[src/rtl/reg_writeback_ctrl.sv]
// reg_writeback_ctrl: merges ALU and queued load results into one register-bank write per cycle
module reg_writeback_ctrl #(
    parameter int DW         = 8,
    parameter int AW         = 3,
    parameter int LQ_DEPTH   = 4,
    parameter int STARVE_MAX = 3,
    localparam int CW        = $clog2(LQ_DEPTH) + 1
) (
    input  logic              clk,
    input  logic              rst,
    input  logic              cen,
    input  logic              alu_valid_i,
    output logic              alu_ready_o,
    input  logic [AW-1:0]     alu_rd_i,
    input  logic [DW-1:0]     alu_dat_i,
    input  logic              ld_valid_i,
    output logic              ld_ready_o,
    input  logic [AW-1:0]     ld_rd_i,
    input  logic [DW-1:0]     ld_dat_i,
    output logic [AW-1:0]     rd_o,
    output logic [DW-1:0]     dat_o,
    output logic              we_o,
    output logic [2**AW-1:0]  pend_o,
    output logic [CW-1:0]     lq_count_o
);
    localparam int PW = $clog2(LQ_DEPTH);
    localparam int SW = $clog2(STARVE_MAX + 1);
    logic [AW-1:0]       q_rd  [LQ_DEPTH];
    logic [DW-1:0]       q_dat [LQ_DEPTH];
    logic [LQ_DEPTH-1:0] q_vld;
    logic [PW-1:0]       head, tail;
    logic [SW-1:0]       starve;
    logic                empty, push, pop;
    assign empty       = lq_count_o == '0;
    assign ld_ready_o  = cen & (lq_count_o != CW'(LQ_DEPTH));
    assign alu_ready_o = cen & alu_valid_i & !pend_o[alu_rd_i] & (empty | (starve < SW'(STARVE_MAX)));
    assign push        = ld_valid_i & ld_ready_o;
    assign pop         = cen & !alu_ready_o & !empty;
    always_comb begin
        pend_o = '0;
        for (int i = 0; i < LQ_DEPTH; i++)
            if (q_vld[i]) pend_o[q_rd[i]] = 1'b1;
    end
    always_ff @(posedge clk)
        if (push) begin
            q_rd[tail]  <= ld_rd_i;
            q_dat[tail] <= ld_dat_i;
        end
    always_ff @(posedge clk) begin
        if (!rst) begin
            head       <= '0;
            tail       <= '0;
            q_vld      <= '0;
            lq_count_o <= '0;
            starve     <= '0;
            we_o       <= 1'b0;
            rd_o       <= '0;
            dat_o      <= '0;
        end else begin
            we_o       <= alu_ready_o | pop;
            lq_count_o <= lq_count_o + CW'(push) - CW'(pop);
            if (alu_ready_o) begin
                rd_o  <= alu_rd_i;
                dat_o <= alu_dat_i;
            end else if (pop) begin
                rd_o  <= q_rd[head];
                dat_o <= q_dat[head];
            end
            // push and pop never share a slot: that needs full (no push) or empty (no pop)
            if (pop) begin
                q_vld[head] <= 1'b0;
                head        <= head + PW'(1);
            end
            if (push) begin
                q_vld[tail] <= 1'b1;
                tail        <= tail + PW'(1);
            end
            if (cen)
                starve <= (pop | empty) ? '0 :
                          (alu_ready_o && starve != SW'(STARVE_MAX)) ? starve + SW'(1) : starve;
        end
    end
endmodule

[config.mk]
export PLATFORM = sky130hd
export DESIGN_NAME = reg_writeback_ctrl
export DESIGN_NICKNAME = d
export VERILOG_FILES = /design/src/rtl/reg_writeback_ctrl.sv
export SDC_FILE = /design/constraint.sdc
export NUM_CORES = 1
export LEC_CHECK = 0
export CAP_MARGIN = 20
export CORE_MARGIN = 2
export CORE_UTILIZATION = 40
export CTS_BUF_LIST = sky130_fd_sc_hd__clkbuf_8
export CTS_CLUSTER_SIZE = 40
export DETAILED_ROUTE_END_ITERATION = 8
export GPL_ROUTABILITY_DRIVEN = 1
export GPL_TIMING_DRIVEN = 0
export PLACE_DENSITY = 0.76
export SYNTH_ARGS = -nofsm -noshare
export SYNTH_HDL_FRONTEND = slang
export SYNTH_SLANG_ARGS = --single-unit
[constraint.sdc]
create_clock -name clk -period 3.4 [get_ports clk]
set_input_delay 0.85 -clock clk [delete_from_list [all_inputs] [get_ports clk]]
set_output_delay 0.85 -clock clk [all_outputs]
set_load 0.02 [all_outputs]
== Word-level counts from Yosys, hierarchy flattened ==
Memory sizes are Yosys's and may differ from the RTL's. A register that Yosys moved wholly into a read port is not among the register bits.
Cells that the tools add are included.
Word-level totals
  output and inout port bits: 25
  RAM bits: 44
  memories: 2
  bits in registers: 25
  bits of input ports: 27
Operators by class
  multiplexer cells: 33
  magnitude comparators: 14
  add/sub/neg operators: 5
  reduce and logical (&&, ||, !) cells: 14
  bitwise logic cells: 16
  eq/ne operators: 2
Memories
  q_dat: words 4, width 8, rd ports 1, clocked after memory_dff 1, write ports 1, line 29  | logic [DW-1:0] q_dat [LQ_DEPTH];
  q_rd: words 4, width 3, rd ports 5, clocked after memory_dff 1, write ports 1, line 28  | logic [AW-1:0] q_rd [LQ_DEPTH];
Operators by type and width (number)
  8-bit 2-to-1 mux: 6
  8-bit bitwise OR: 3
  3-bit by 4-bit less-than comparator with 1-bit output, second input constant: 5
  1-bit demux with 3-bit select: 4
  3-bit by 1-bit greater-or-equal comparator with 1-bit output, second input constant: 4
  2-bit 2-to-1 mux: 6
  4-bit 2-to-1 mux: 3
  1-bit 2-to-1 mux: 9
  1-bit bitwise AND: 7
  1-bit logical AND: 7
  2-bit by 1-bit adder with 2-bit output, second input constant: 3
  2-bit by 3-bit less-than comparator with 1-bit output, second input constant: 2
  3-bit 2-to-1 mux: 2
  4-bit bitwise AND: 1
  1-bit demux with 2-bit select: 2
  2-bit by 1-bit greater-or-equal comparator with 1-bit output, second input constant: 2
  4-bit NOT: 1
  4-bit bitwise OR: 1
  2-bit nonzero test: 2
  3-bit by 1-bit adder with 3-bit output: 1
  1-bit binary-select mux with 3-bit select: 1
  1-bit logical NOT: 3
  3-bit logical NOT: 1
  3-bit != test, second input constant: 1
  5 further kinds: 7

== Logic depth before layout (Yosys ltp) ==
Gate-level depths: netlist of the first run.
  word-level depth: 23
  gate-level depth with buffers: 12

== Least setup slack after synthesis of the first run ==
No wires, ideal clock.
  path kind: input -> register
  start: input alu_rd_i[0]
  end: register lq_count_o[2]
  path slack: 119 ps
  library setup time: 128 ps
  data required time: 3272 ps
  stages: 11
  data arrival time: 3153 ps
  cells stage by stage: and2b_2 and3_4 o41a_4 nor3_4 ha_1 inv_1 ha_1 fa_1 xnor2_1 xnor2_1 nor2_1
On the way
  word-level cells in the longest chain between the ends: 9
Ends and longest elaborated chain
  start: declaration: line 14  | input logic [AW-1:0] alu_rd_i,
  1-bit binary-select mux with 3-bit select: line 36  | assign alu_ready_o = cen & alu_valid_i & !pend_o[alu_rd_i] & (empty | (starve < SW'(STARVE_MAX)));
  1-bit 2-to-1 mux (not written as such): line 36
  1-bit logical NOT: line 36
  1-bit bitwise AND (2 in series): line 36
  1-bit logical NOT: line 38  | assign pop = cen & !alu_ready_o & !empty;
  1-bit bitwise AND (2 in series): line 38
  3-bit by 1-bit subtractor with 3-bit output: line 61  | lq_count_o <= lq_count_o + CW'(push) - CW'(pop);
  end signal: assignment: line 61
  end: declaration: line 24  | output logic [CW-1:0] lq_count_o
No other way between the ends. The select of a mux whose other input is x is not followed.
A chain may end at the register's enable or synchronous reset.

== Worst setup path in the final report of the first run ==
  start: input alu_rd_i[1]
  end: output alu_ready_o
On the way
  word-level cells in the longest chain between the ends: 5
Ends and longest elaborated chain
  1-bit binary-select mux with 3-bit select: line 36
  1-bit 2-to-1 mux (not written as such): line 36
  1-bit logical NOT: line 36
  1-bit bitwise AND (2 in series): line 36
  end: declaration: line 13  | output logic alu_ready_o,
No other way between the ends. The select of a mux whose other input is x is not followed.

==> results of run 1 <==
## what timing repair did
item | CTS | global route
pin swaps | 2 | 0
hold buffers | 0 | 0
endpoints found under the setup margin | 3 | 2
resized for setup | 14 | 5
buffers inserted | 4 | 2
cloned | 0 | 0
## metrics by stage
stage / hold WS, ps / setup TNS [ps] / util, %
final: 492 / 0 / 52.0
after global routing: 506 / 0 / 52.0
after CTS: 491 / 0 / 51.7
after detailed placement: 478 / -2670 / 48.7
after global placement: 464 / -2530 / 48.7
after floorplan: 453 / 0 / -
## metal layers
metal	global-route usage (%)	part of all wire (%)	vias to the layer above
met2	26.5	48	103
met3	3.32	6.1	20
met4	7.26	2.1	0
li1	-	-	1118
met5	0	0	-
met1	23.8	44	1145
## state kept, by name (all words and copies together), names as in the netlist, named ones only
register	count
we_o	1
rd_o	3
q_dat	32
dat_o	8
q_vld	4
head	2
starve	2
tail	2
q_rd	12
lq_count_o	3
## worst paths after layout
kind,startpoint,endpoint,slack (ps),cells after the start
hold reg to reg,starve[1],starve[1],490,2
hold / removal,starve[1],starve[1],490,2
setup / recovery,alu_rd_i[1],alu_ready_o,110,8
setup reg to reg,q_rd[1][2],lq_count_o[2],260,12
## layout make-up
class / count / share of cell area, %
flip-flops and latches: 71 / 43.8
multi-input cells: 164 / 33.3
repair buffers: 57 / 12.9
well taps: 105 / 3.09
clock buffers: 9 / 2.91
clock inverters: 7 / 1.53
inverters: 15 / 1.32
plain buffers: 8 / 1.12
## logic make-up after synthesis
group,after synthesis
flip-flops,71
AND/OR/NAND/NOR,69
AO/OA/AOI/OAI,55
multiplexers,25
buffers and inverters,24
adder cells (fa/ha/maj),12
XOR/XNOR,3
## placed cells by master, fill, tap and decap left out, types with 2 or more instances in the layout
cell type / count
a21oi_1: 16
xnor2_1: 3
clkinvlp_4: 3
o32a_2: 2
a211oi_1: 10
clkbuf_8: 9
nor2_1: 6
buf_6: 2
edfxtp_1: 44
and2_1: 3
buf_2: 3
ha_1: 11
nand2_1: 26
nor4b_2: 2
a31oi_1: 4
inv_1: 14
mux2i_1: 13
nand2_2: 2
clkbuf_1: 4
and2b_2: 2
o22a_1: 5
nor4b_1: 2
dfxtp_1: 27
o32a_1: 4
buf_4: 6
nand3_1: 3
o22a_2: 3
clkdlybuf4s50_1: 47
o21ai_0: 5
nand2b_1: 12
inv_6: 3
mux4_2: 10
## critical path, stage by stage
cell and delay, ps:
clkdlybuf4s15_2 240, and2b_2 230, and3_4 180, o41a_4 530, nor2_4 130, buf_6 110
inv_1 30, clkbuf_2 140
## where the power goes
| part | total (uW) | leakage, uW | internal (uW) | switching (uW) |
|---|---|---|---|---|
| sequential | 1070 | 0.000621 | 1000 | 63.4 |
| combinational | 692 | 0.000842 | 346 | 346 |
| clock | 641 | 0.0000856 | 278 | 363 |
| total | 2400 | 0.00155 | 1630 | 773 |
==> flow_summary.ini, run 1 <==
[sta]
rsz0062_at_grt = no
drv_slew = 0
fmax_mhz = 304
setup_slack_ps = 115
setup_violations = 0
skew_ps = 12.5
worstMarginPinSlew_ps = 700
finalHoldViolCount = 0
max_slew_margin_pct = 53.3
period_needed_ps = 3290
period_share_pct = 96.6

[layout]
area_growth_pct = 27.2
fin_cells = 436
layout-drive-gt1-share_pct = 18.1
seq_area_sq_um = 1860
final_cell_area_sq_um = 4250
multi_input_area_sq_um = 1420
fillCellCount = 702
diodes = 0
nets = 365

[synth]
synth_top_family_by_area = compound AO/OA/AOI/OAI gates
yosys-top-cells-area = edfxtp_1 40%, dfxtp_1 16%, mux4_2 6.7%
async_flop_share_pct = 0
synth_top_area_share_pct = 39.5
synthFlopType = edfxtp_1
synth-seq-cells = 71
synth_fa_ha_area_share_pct = 4.72
yosysUniqueCellTypes = 46
yosysSeqAreaShare_pct = 55.7
synth_edf_count = 44
syn-num-nets = 298
muxShareOfSynthArea_pct = 11.8
synthSimpleGateAreaFrac_pct = 11.6
synth_commonest_cells = 44 x edfxtp_1, 27 x dfxtp_1, 26 x nand2_1, 16 x a21oi_1, 14 x inv_1
synth.cell_area_sq_um = 3340
syn_avg_cell_area_sq_um = 12.9
synthCells = 259
yosys.area.top_type = edfxtp_1
yosys_warnings = 0
synth_xor_area_share_pct = 0.786
yosysMostFrequentCell = edfxtp_1
synth-compound-area-share_pct = 12.4

[routing]
first_pass_iters = 5
drc_errors = 0
drtAntennaViolNets = 0
via_per_inst = 5.47
vias = 2386
wl_mm = 7.46
routedWlPerCell_microns = 17.1
drt_iter0_drc = 195

[run_status]
status = finished, final reports clean

[power]
cellPowerDensity_nw_per_um2 = 565
p_leak_uw = 0.00155
irDropWorstVdd_uv = 195
total_power_uw = 2400

[worst_setup_path]
startpoint_type = input port
path_max_fanout = 7
crit_required_ps = 2550
crit_arrival_ps = 2440
crit_type = input port to output port
cp-end-kind = output port

[grt]
grt_max_degree = 16
grt_pass1_vias = 2283
antenna_found_initial = 0
grt_pass1_wl_mm = 11.7
grt_overflow_total = 0
track_usage_pct = 17.2

[floorplan]
die_w_microns = 95.4
num_rows = 33
initial_core_util_pct = 40.9
fp.coreArea_sq_um = 8180
die_area_sq_um = 9100
die_h_microns = 95.4
ios = 52

[cts]
clk_pin_slew_worst_paths_ps = 70
cts_tree = yes
cts_made_buffers = 9
clock_path_buffers = 2
cts-root-buf = clkbuf_8
cts_num_sinks = 71
htree_levels = 3
clock_latency_ps = 350

[place]
placed_area_sq_um = 3980
dp_slack_ps = -947
dp.cells = 415
gp_congestion = 0.969
port_buffers = 51
dp_hpwl_mm = 5.25

[job]
drv_cap = 0

[hold_path]
hold_class = register to register
Power figures use the tool's default switching activity.
==> run 2, diff against run 1 <==
Settings changed: ABC_CLOCK_PERIOD_IN_PS from default to 3400.
==> results of run 2 <==
Final layout, timing and power as in run 1 (identical DEF).
==> run 3, diff against run 2 <==
Settings changed: ABC_CLOCK_PERIOD_IN_PS 3400 to default, HOLD_SLACK_MARGIN from default to 0.02.
==> results of run 3 <==
Final layout, timing and power as in run 1 (identical DEF).
==> edit, RTL diff (settings of run 3) <==
Set the parameter `DW` to 10 (it was 8).
--- a/src/rtl/reg_writeback_ctrl.sv
+++ b/src/rtl/reg_writeback_ctrl.sv
@@ -2,3 +2,3 @@
 module reg_writeback_ctrl #(
-    parameter int DW         = 8,
+    parameter int DW         = 10,
     parameter int AW         = 3,
Interface: changed (resized alu_dat_i, dat_o and ld_dat_i); port bits go from 52 to 58. The function was not compared with the original's and may differ.
==> edit against run 3 <==
  * Sequential cell count up 10
  * Synthesized cell count up 7.7%
  * Sequential share of layout area up 1.5 points
  * Core utilization down 0.14 points
  * Global-route usage about the same
  * Die area up 11%
  * Routed wire length up 10%
  * Highest routed layer unchanged
  * Hold slack better by 0.54 ps
  * Worst setup slack worse by 12 ps
  * Total power up 17%
  * Design area up 11%
  * Non-clock buffer count up 5
  * Synthesized area up 11%
==> edit: results (changes against run 3) <==
- The share of synthesized cell area in full adder, half adder and majority cells came to 4.24% (-0.48 points).
- Clock root buffer master: sky130_fd_sc_hd__clkbuf_8
- The pin count of the biggest net entering global routing is 18 (+2).
- The compound-gate portion of the synthesized area is 12.1% (-0.28 points).
* Via count of the routed design: 2564 (+7.5%)
- The number of antenna violations at the first check in global routing was 0 (unchanged).
- The wire length of the first global-routing pass was 13.2 mm (+13%).
* Filler Cell Count: 758 (+8.0%)
- The cell area after placement was 4430 µm² (+11%).
- The post-synthesis mux area share is 12.2% (+0.46 points).
- The total clock buffers created by CTS came to 9 (unchanged).
- Maximum clock path buffer count: 2 (unchanged)
- VDD IR-drop max: 0.212 mV (+8.7%)
- The maximum level of the CTS H-tree came to 3 (unchanged).
- Xor and xnor fraction of the mapped netlist area: 0.707% (-0.079 points)
* Count of unique library cells instantiated by Yosys: 42 (-8.7%)
- The relative max-transition margin is 58.0% (+4.7 points).
- Post-DP HPWL: 5.87 mm (+12%)
- Largest registers ranked by flip-flop count: q_dat x40, q_rd x12, dat_o x10
* Met3 global-route usage: 3.83% (+0.51 points)
- Clock-pin slew was measured on the worst setup and hold paths at 80 ps.
- Starting DRC count in detailed routing: 102 (-48%)
- The number of port buffers was 57 (+12%).
- Portion of the post-synthesis area used by sequential elements: 57.6% (+1.9 points)
- Largest fanout on the critical path: 6 (-1)
* Synth async-reset ratio: 0% (unchanged)
- The number of placed instances with taps included was 447 (+7.7%).
* Post-DR wirelength/cell: 17.7 µm (+3.4%)
- Most frequent cells after synthesis: sky130_fd_sc_hd__edfxtp_1 (52), sky130_fd_sc_hd__dfxtp_1 (29), sky130_fd_sc_hd__nand2_1 (28)
* Number of buffers inserted to repair setup after CTS: 2 (-2)
- Clock latency at the later pin of the worst-skew pair: 360 ps
* Number of inserted diodes: 0 (unchanged)
- Number of nets produced by synthesis: 322 (+8.1%)
* Global Route Usage Sum: 17.1% (-0.036 points)
- Ranking of synthesized cells by area: sky130_fd_sc_hd__edfxtp_1 (42%), sky130_fd_sc_hd__dfxtp_1 (16%), sky130_fd_sc_hd__mux4_2 (7.9%)
- Count of flip-flops with a built-in enable after synthesis: 52 (+18%)
* Synth warn: 0 (unchanged)
- The post-route clock skew is 14.4 ps (+1.94 ps).
* Crit path DAT: 3520 ps (+1080 ps)
* First drt pass iteration count: 4 (-1)
- The net count of the finished layout was 392 (+7.4%).
- The met1 layer usage reported by global route was 21.9% (-1.9 points).
- Post-route non-filler standard cell count: 465 (+6.7%)
- Most frequent standard cell in the layout excluding fill and tap cells: sky130_fd_sc_hd__clkdlybuf4s50_1
* Main combinational cell family by area after synthesis: multiplexers
- The fraction of final layout cells with drive strength greater than 1 was 14.7% (-3.4 points).
* Type of the worst min-delay path: reg2reg
- Leakage power total: 1.69 nW (+9.4%)
- Global-route track usage on met2: 28.3% (+1.8 points)
- CTS-repair resized insts: 9 (-5)
- Synth Instances: 279 (+7.7%)
* Place WS: -839 ps (+108 ps)
- Run status: finished clean
* Placer congestion estimate: 0.908 (-6.3%)
==> edit: cell count changes after synthesis, sizes merged, moves of 3 or more <==
cell    delta
a211oi    -10
a311oi    +12
and2b      -3
edfxtp     +8
nor2b      +3
o22ai      +4
==> edit: layout make-up <==
class / count / area, µm² / area share, %
Sequential cell: 81 / 2140 / 45.4
Multi-Input combinational cell: 174 / 1510 / 32.0
Clock buffer: 9 / 124 / 2.62
Inverter: 13 / 48.8 / 1.03
Tap cell: 111 / 139 / 2.94
Clock inverter: 7 / 110 / 2.33
Buffer: 8 / 48.8 / 1.03
Timing Repair Buffer: 62 / 601 / 12.7
==> edit: layer usage <==
metal	wire length (µm)	share of wire, %
met1	3620	44
met2	4000	49
met5	0	0
met4	176	2.1
met3	437	5.3
==> edit: critical path: stages <==
cell,delay (ps)
sky130_fd_sc_hd__clkdlybuf4s50_1,570
sky130_fd_sc_hd__nand2_1,80
sky130_fd_sc_hd__a21oi_1,170
sky130_fd_sc_hd__nand2_1,160
sky130_fd_sc_hd__a41oi_4,290
sky130_fd_sc_hd__nor3_4,120
sky130_fd_sc_hd__ha_1,290
sky130_fd_sc_hd__inv_1,40
sky130_fd_sc_hd__ha_1,190
sky130_fd_sc_hd__fa_1,400
sky130_fd_sc_hd__xnor2_1,180
sky130_fd_sc_hd__xnor2_1,130
sky130_fd_sc_hd__nor2_1,50
==> edit: worst paths after layout <==
check	startpoint	end	slack (ps)	depth (start not counted)
worst min-delay path	starve[1]	starve[1]	490	2
worst min register to register	starve[1]	starve[1]	490	2
worst max register to register	q_rd[0][2]	lq_count_o[2]	190	12
worst max-delay path	cen	lq_count_o[2]	100	13
==> edit: power breakdown <==
group	internal [mW]	switching [mW]	total, mW
registers	1.14	0.0718	1.22
clock network	0.427	0.377	0.804
logic	0.397	0.386	0.782
total	1.97	0.834	2.80
